===== config.mk =====
export PLATFORM = sky130hd
export DESIGN_NAME = mem_stall_ctrl_flat
export DESIGN_NICKNAME = d
export VERILOG_FILES = /design/src/rtl/mem_stall_ctrl_if.sv /design/src/rtl/mem_stall_ctrl.sv /design/src/flat_wrapper.sv
export SDC_FILE = /design/constraint.sdc
export NUM_CORES = 1
export LEC_CHECK = 0
export ABC_CLOCK_PERIOD_IN_PS = 1400
export BUFFER_PORTS_ARGS = -buffer_cell sky130_fd_sc_hd__buf_2
export CORE_ASPECT_RATIO = 0.6
export CORE_UTILIZATION = 40
export CTS_BUF_LIST = sky130_fd_sc_hd__clkbuf_16
export DETAILED_ROUTE_END_ITERATION = 10
export GPL_TIMING_DRIVEN = 0
export MAX_ROUTING_LAYER = met4
export PLACE_DENSITY = 0.87
export SLEW_MARGIN = 30
export SYNTH_ARGS = -nofsm -noshare
export SYNTH_HDL_FRONTEND = slang
export SYNTH_SLANG_ARGS = --single-unit

===== constraint.sdc =====
create_clock -name clk -period 1.4 [get_ports clk]
set_clock_uncertainty 0.05 [all_clocks]
set_input_delay 0.14 -clock clk [delete_from_list [all_inputs] [get_ports clk]]
set_output_delay 0.14 -clock clk [all_outputs]
set_load 0.005 [all_outputs]

===== src/rtl/mem_stall_ctrl_if.sv =====
// ============================================================================
// mem_stall_ctrl_if : req/ack bus between the MEM-stage controller and memory
// rev 1.0
// ============================================================================
`default_nettype none

interface mem_stall_ctrl_if #(
  parameter int ADDR_WIDTH = 16,
  parameter int DATA_WIDTH = 16
);
  logic                  mem_req;
  logic                  mem_we;
  logic [ADDR_WIDTH-1:0] mem_addr;
  logic [DATA_WIDTH-1:0] mem_wdata;
  logic                  mem_ack;
  logic [DATA_WIDTH-1:0] mem_rdata;

  modport master (
    output mem_req,
    output mem_we,
    output mem_addr,
    output mem_wdata,
    input  mem_ack,
    input  mem_rdata
  );

  modport slave (
    input  mem_req,
    input  mem_we,
    input  mem_addr,
    input  mem_wdata,
    output mem_ack,
    output mem_rdata
  );
endinterface

`default_nettype wire


===== src/rtl/mem_stall_ctrl.sv =====
// ============================================================================
// mem_stall_ctrl : multi-cycle data-memory access controller, stalls pipeline
// Optional abort on missing ack when MEM_TIMEOUT_EN is defined.   rev 1.0
// ============================================================================
`default_nettype none

module mem_stall_ctrl #(
  parameter int ADDR_WIDTH = 16,
  parameter int DATA_WIDTH = 16,
  parameter int TIMEOUT    = 15
) (
  input  wire logic                  clk,
  input  wire logic                  rst,
  input  wire logic                  MemReadM,
  input  wire logic                  MemWriteM,
  input  wire logic [ADDR_WIDTH-1:0] addrM,
  input  wire logic [DATA_WIDTH-1:0] wdataM,
  output logic                       stop,
  output logic      [DATA_WIDTH-1:0] rdataM,
  output logic                       err,
  mem_stall_ctrl_if.master           mem
);

  typedef enum logic [1:0] {
    IDLE = 2'd0,
    BUSY = 2'd1,
    DONE = 2'd2
  } state_t;

  state_t r_state;
  state_t w_next;
  logic   w_start;
  logic   w_timeout;

  generate
    if (TIMEOUT < 1 || TIMEOUT > 255) begin : g_timeout_range
      $error("TIMEOUT must be in 1..255");
    end
  endgenerate

  assign w_start     = (r_state == IDLE) && (MemReadM || MemWriteM);
  assign mem.mem_req = (r_state == BUSY);

`ifdef MEM_TIMEOUT_EN
  localparam logic [7:0] C_LIMIT = 8'(TIMEOUT - 1);

  logic [7:0] r_cnt;

  // The cycle whose no-ack would bring the count to TIMEOUT ends the access.
  assign w_timeout = (r_state == BUSY) && !mem.mem_ack && (r_cnt == C_LIMIT);

  always_ff @(posedge clk or negedge rst) begin
    if (!rst) begin
      r_cnt <= 8'd0;
      err   <= 1'b0;
    end else begin
      err <= w_timeout;
      if (w_start) begin
        r_cnt <= 8'd0;
      end else if ((r_state == BUSY) && !mem.mem_ack) begin
        r_cnt <= r_cnt + 8'd1;
      end
    end
  end
`else
  assign w_timeout = 1'b0;
  assign err       = 1'b0;
`endif

  always_ff @(posedge clk or negedge rst) begin
    if (!rst) begin
      r_state <= IDLE;
    end else begin
      r_state <= w_next;
    end
  end

  always_comb begin
    w_next = r_state;
    stop   = 1'b0;
    case (r_state)
      IDLE: begin
        if (MemReadM || MemWriteM) begin
          stop   = 1'b1;
          w_next = BUSY;
        end
      end
      BUSY: begin
        stop = 1'b1;
        if (mem.mem_ack || w_timeout) begin
          w_next = DONE;
        end
      end
      // Stall released for one cycle; requests seen here wait for IDLE.
      DONE: begin
        w_next = IDLE;
      end
      default: begin
        w_next = IDLE;
      end
    endcase
  end

  always_ff @(posedge clk or negedge rst) begin
    if (!rst) begin
      mem.mem_addr  <= '0;
      mem.mem_wdata <= '0;
      mem.mem_we    <= 1'b0;
      rdataM        <= '0;
    end else begin
      if (w_start) begin
        mem.mem_addr  <= addrM;
        mem.mem_wdata <= wdataM;
        mem.mem_we    <= MemWriteM;
      end
      if ((r_state == BUSY) && !mem.mem_we) begin
        if (mem.mem_ack) begin
          rdataM <= mem.mem_rdata;
        end else if (w_timeout) begin
          rdataM <= '1;
        end
      end
    end
  end

endmodule

`default_nettype wire


===== src/flat_wrapper.sv =====
// flat-port wrapper written by rule: the top's interface ports become plain ports
module mem_stall_ctrl_flat 
#(
  parameter int ADDR_WIDTH = 16,
  parameter int DATA_WIDTH = 16,
  parameter int TIMEOUT    = 15
)
  (clk, rst, MemReadM, MemWriteM, addrM, wdataM, stop, rdataM, err, mem_mem_req, mem_mem_we, mem_mem_addr, mem_mem_wdata, mem_mem_ack, mem_mem_rdata);
  mem_stall_ctrl_if #(.ADDR_WIDTH(ADDR_WIDTH), .DATA_WIDTH(DATA_WIDTH)) mem_i ();
  input  wire logic clk;
  input  wire logic rst;
  input  wire logic MemReadM;
  input  wire logic MemWriteM;
  input  wire logic [ADDR_WIDTH-1:0] addrM;
  input  wire logic [DATA_WIDTH-1:0] wdataM;
  output logic stop;
  output logic      [DATA_WIDTH-1:0] rdataM;
  output logic err;
  output wire logic [$bits(mem_i.mem_req)-1:0] mem_mem_req;
  output wire logic [$bits(mem_i.mem_we)-1:0] mem_mem_we;
  output wire logic [$bits(mem_i.mem_addr)-1:0] mem_mem_addr;
  output wire logic [$bits(mem_i.mem_wdata)-1:0] mem_mem_wdata;
  input wire logic [$bits(mem_i.mem_ack)-1:0] mem_mem_ack;
  input wire logic [$bits(mem_i.mem_rdata)-1:0] mem_mem_rdata;
  assign mem_mem_req = mem_i.mem_req;
  assign mem_mem_we = mem_i.mem_we;
  assign mem_mem_addr = mem_i.mem_addr;
  assign mem_mem_wdata = mem_i.mem_wdata;
  assign mem_i.mem_ack = mem_mem_ack;
  assign mem_i.mem_rdata = mem_mem_rdata;
  mem_stall_ctrl #(.ADDR_WIDTH(ADDR_WIDTH), .DATA_WIDTH(DATA_WIDTH), .TIMEOUT(TIMEOUT)) u_core (.clk(clk), .rst(rst), .MemReadM(MemReadM), .MemWriteM(MemWriteM), .addrM(addrM), .wdataM(wdataM), .stop(stop), .rdataM(rdataM), .err(err), .mem(mem_i));
endmodule

==> metrics <==
Fin. Hold Viols=0; Die Ht=56.6 um; startpoint types=register; Die X=93.1 um; min-delay worst type=in -> reg; Psw=1.76 mW; failing checks=negative setup slack; total gr overflow=0; WL/cell=14.2 um; status=complete, but fails checks; first-pass GRT wire length=6.66 mm; Ports=105; H-tree Lvls=2; CTS root buf=clkbuf_16; Rel. slew slack=59.1%; Placer Congestion=0.657; IO buf count=103; DRT iter0 DRCs=37; Vias per Instance=4.65; commonest non-fill, non-tap cell in the layout=buf_2; Seq pwr share=40.5%; sequential element share of the synthesized area=64.1%; CP Class=reg -> reg; mapped cell area=0.00199 mm2; clock power share=17.2%; CTS tree=done; Clock Pin Slew Worst Setup and Hold Paths=0.06 ns; Post-DP HPWL=2.79 mm; crit end category=register; cts bufs inserted=5; Synth warnings=0; area delta synth->final=53.8%; min Tclk post-route=1.55 ns; final net count=291; hold path startpoint=mem_mem_rdata[7]; Core ar.=0.00468 mm2; Syn Inst Count=116; vias in the first global route=1384; WP data required=1.51 ns; hold depth=2; post-synth cell types=16; r2r endpoint=u_core.rdataM[11]; max-cap violations=0; Switching Share=27.3%; Max Fclk=646 MHz; worst setup margin=-0.147 ns; most frequent cells in the layout=102 x buf_2, 50 x dfrtp_1, 45 x mux2_4, 7 x clkbuf_16, 6 x buf_4; final setup fails=41; leakage power=1.58 nW; reg2reg path depth=5; largest net degree at the start of global routing=52; setup TNS=-4.63 ns; Comb pwr share=42.2%; Yosys reg bits=51; RSZ-0062 raised after global routing=yes; Clock Path Buffers=2; Initial Util=42.5%; FP Rows=19; maximum fanout along the worst path=10; Worst-Margin Slew=0.613 ns; Worst VDD drop=1.13 mV; drt pass-1 iters=3; DRC=0; Reg2Reg Setup Slack=-0.15 ns; total number of vias=1405; GRT Util Overall=17.1%; n_diodes=0; die area=0.00527 mm2; Critical R2R Launch=u_core.r_state[1]; Synth Area per Inst=17.2 um2; power per cell area=2110 mW/mm2; worst skew pair latency=0.27 ns; Total Wirelength=4.28 mm; final core utilization=65.4%; Post-Syn Nets=169; TritonCTS sink count=51; Final Max Tran Viols=0; fin crit share=111%; Routed Antenna Nets=0; Hold EP=u_core.rdataM[7]; layout cell share with drive strength beyond 1=74.1%; critical path arrival=1.66 ns; internal power=4.70 mW; initial antenna violation count=0; Filler cells=358
[critical path, stage by stage (launching register included)]
cell and delay (ns):
dfrtp_1 0.42, and3b_1 0.26, nor2b_4 0.15, buf_6 0.12, buf_12 0.14, mux2_4 0.30
[final cells by class]
cell class | count | area, um2 | area share (%)
Clock inverter | 3 | 11.3 | 0.368
Multi-Input combinational cell | 59 | 800 | 26.1
Timing Repair Buffer | 116 | 696 | 22.7
Clock buffer | 5 | 125 | 4.09
Sequential cell | 51 | 1280 | 41.7
Buffer | 5 | 73.8 | 2.41
Tap cell | 63 | 78.8 | 2.57
[Yosys cell counts, drive strengths merged]
library cell | instances | area, um2
a211oi | 1 | 7.51
a22o | 1 | 8.76
and2b | 1 | 8.76
and3b | 1 | 8.76
buf | 6 | 61.3
conb | 1 | 3.75
dfrtp | 51 | 1280
mux2 | 48 | 578
nand2 | 1 | 3.75
nor2 | 2 | 7.51
nor2b | 1 | 13.8
nor3 | 1 | 5.00
o21a | 1 | 7.51
[worst max path at each step]
stage,startpoint,endpoint,slack [ns],cells past startpoint
final,u_core.r_state[1],u_core.rdataM[11],-0.15,5
after global routing,u_core.r_state[1],u_core.rdataM[6],-0.19,5
after CTS,u_core.r_state[0],u_core.mem.mem_wdata[9],-0.15,5
after detailed placement,u_core.r_state[0],u_core.mem.mem_wdata[9],-0.32,4
after global placement,u_core.r_state[0],u_core.mem.mem_wdata[9],-0.26,4
after floorplan,u_core.r_state[1],u_core.rdataM[10],-0.06,5
[routing by layer]
| layer | GRT usage, % | vias up | share of wire [%] |
|---|---|---|---|
| li1 | - | 647 | - |
| met1 | 22.8 | 698 | 47 |
| met2 | 26.6 | 58 | 46 |
| met3 | 5.01 | 2 | 7.1 |
| met4 | 2.64 | 0 | 0.26 |
| met5 | - | - | 0 |
[per-stage QoR]
stage	instance area, um2	hold WS [ns]	setup WS, ns	total power [mW]	std cells
2_1_floorplan	1990	-0.206	-0.0590	3.69	116
3_3_place_gp	2580	0.287	-0.255	4.60	282
3_5_place_dp	2590	0.155	-0.322	4.68	282
4_1_cts	2910	0.0326	-0.149	6.19	297
5_1_grt	3060	0.0353	-0.194	6.87	302
6_report	3060	0.0406	-0.147	6.46	302
[flip-flops by register name (all words and copies together), names as in the netlist]
name,cells
u_core.mem.mem_addr,16
u_core.r_state,2
u_core.mem.mem_we,1
u_core.rdataM,16
u_core.mem.mem_wdata,16
[timing repair]
| action | CTS | global route |
|---|---|---|
| hold buffers | 2 | 0 |
| setup buffers | 4 | 5 |
| gates resized for setup | 28 | 24 |
| hold endpoints to repair | 52 | 0 |
| pin swaps | 0 | 0 |
| gates cloned | 1 | 2 |
| endpoints found under the setup margin | 48 | 49 |
[cell families after synthesis]
| family | Yosys count | synth area share, % |
|---|---|---|
| buffers and inverters | 6 | 3.08 |
| AO/OA/AOI/OAI | 3 | 1.19 |
| multiplexers | 48 | 29.0 |
| flip-flops | 51 | 64.1 |
| AND/OR/NAND/NOR | 7 | 2.39 |
| other | 1 | 0.188 |
[power groups by stage]
stage	Clock, mW	Sequential (mW)	Combinational, mW
floorplan	0	2.65	1.04
global placement	0	2.54	2.06
detailed placement	0	2.59	2.09
CTS	1.16	2.58	2.45
global route	1.21	2.70	2.96
finish	1.11	2.62	2.73
Power figures use the tool's default switching activity.
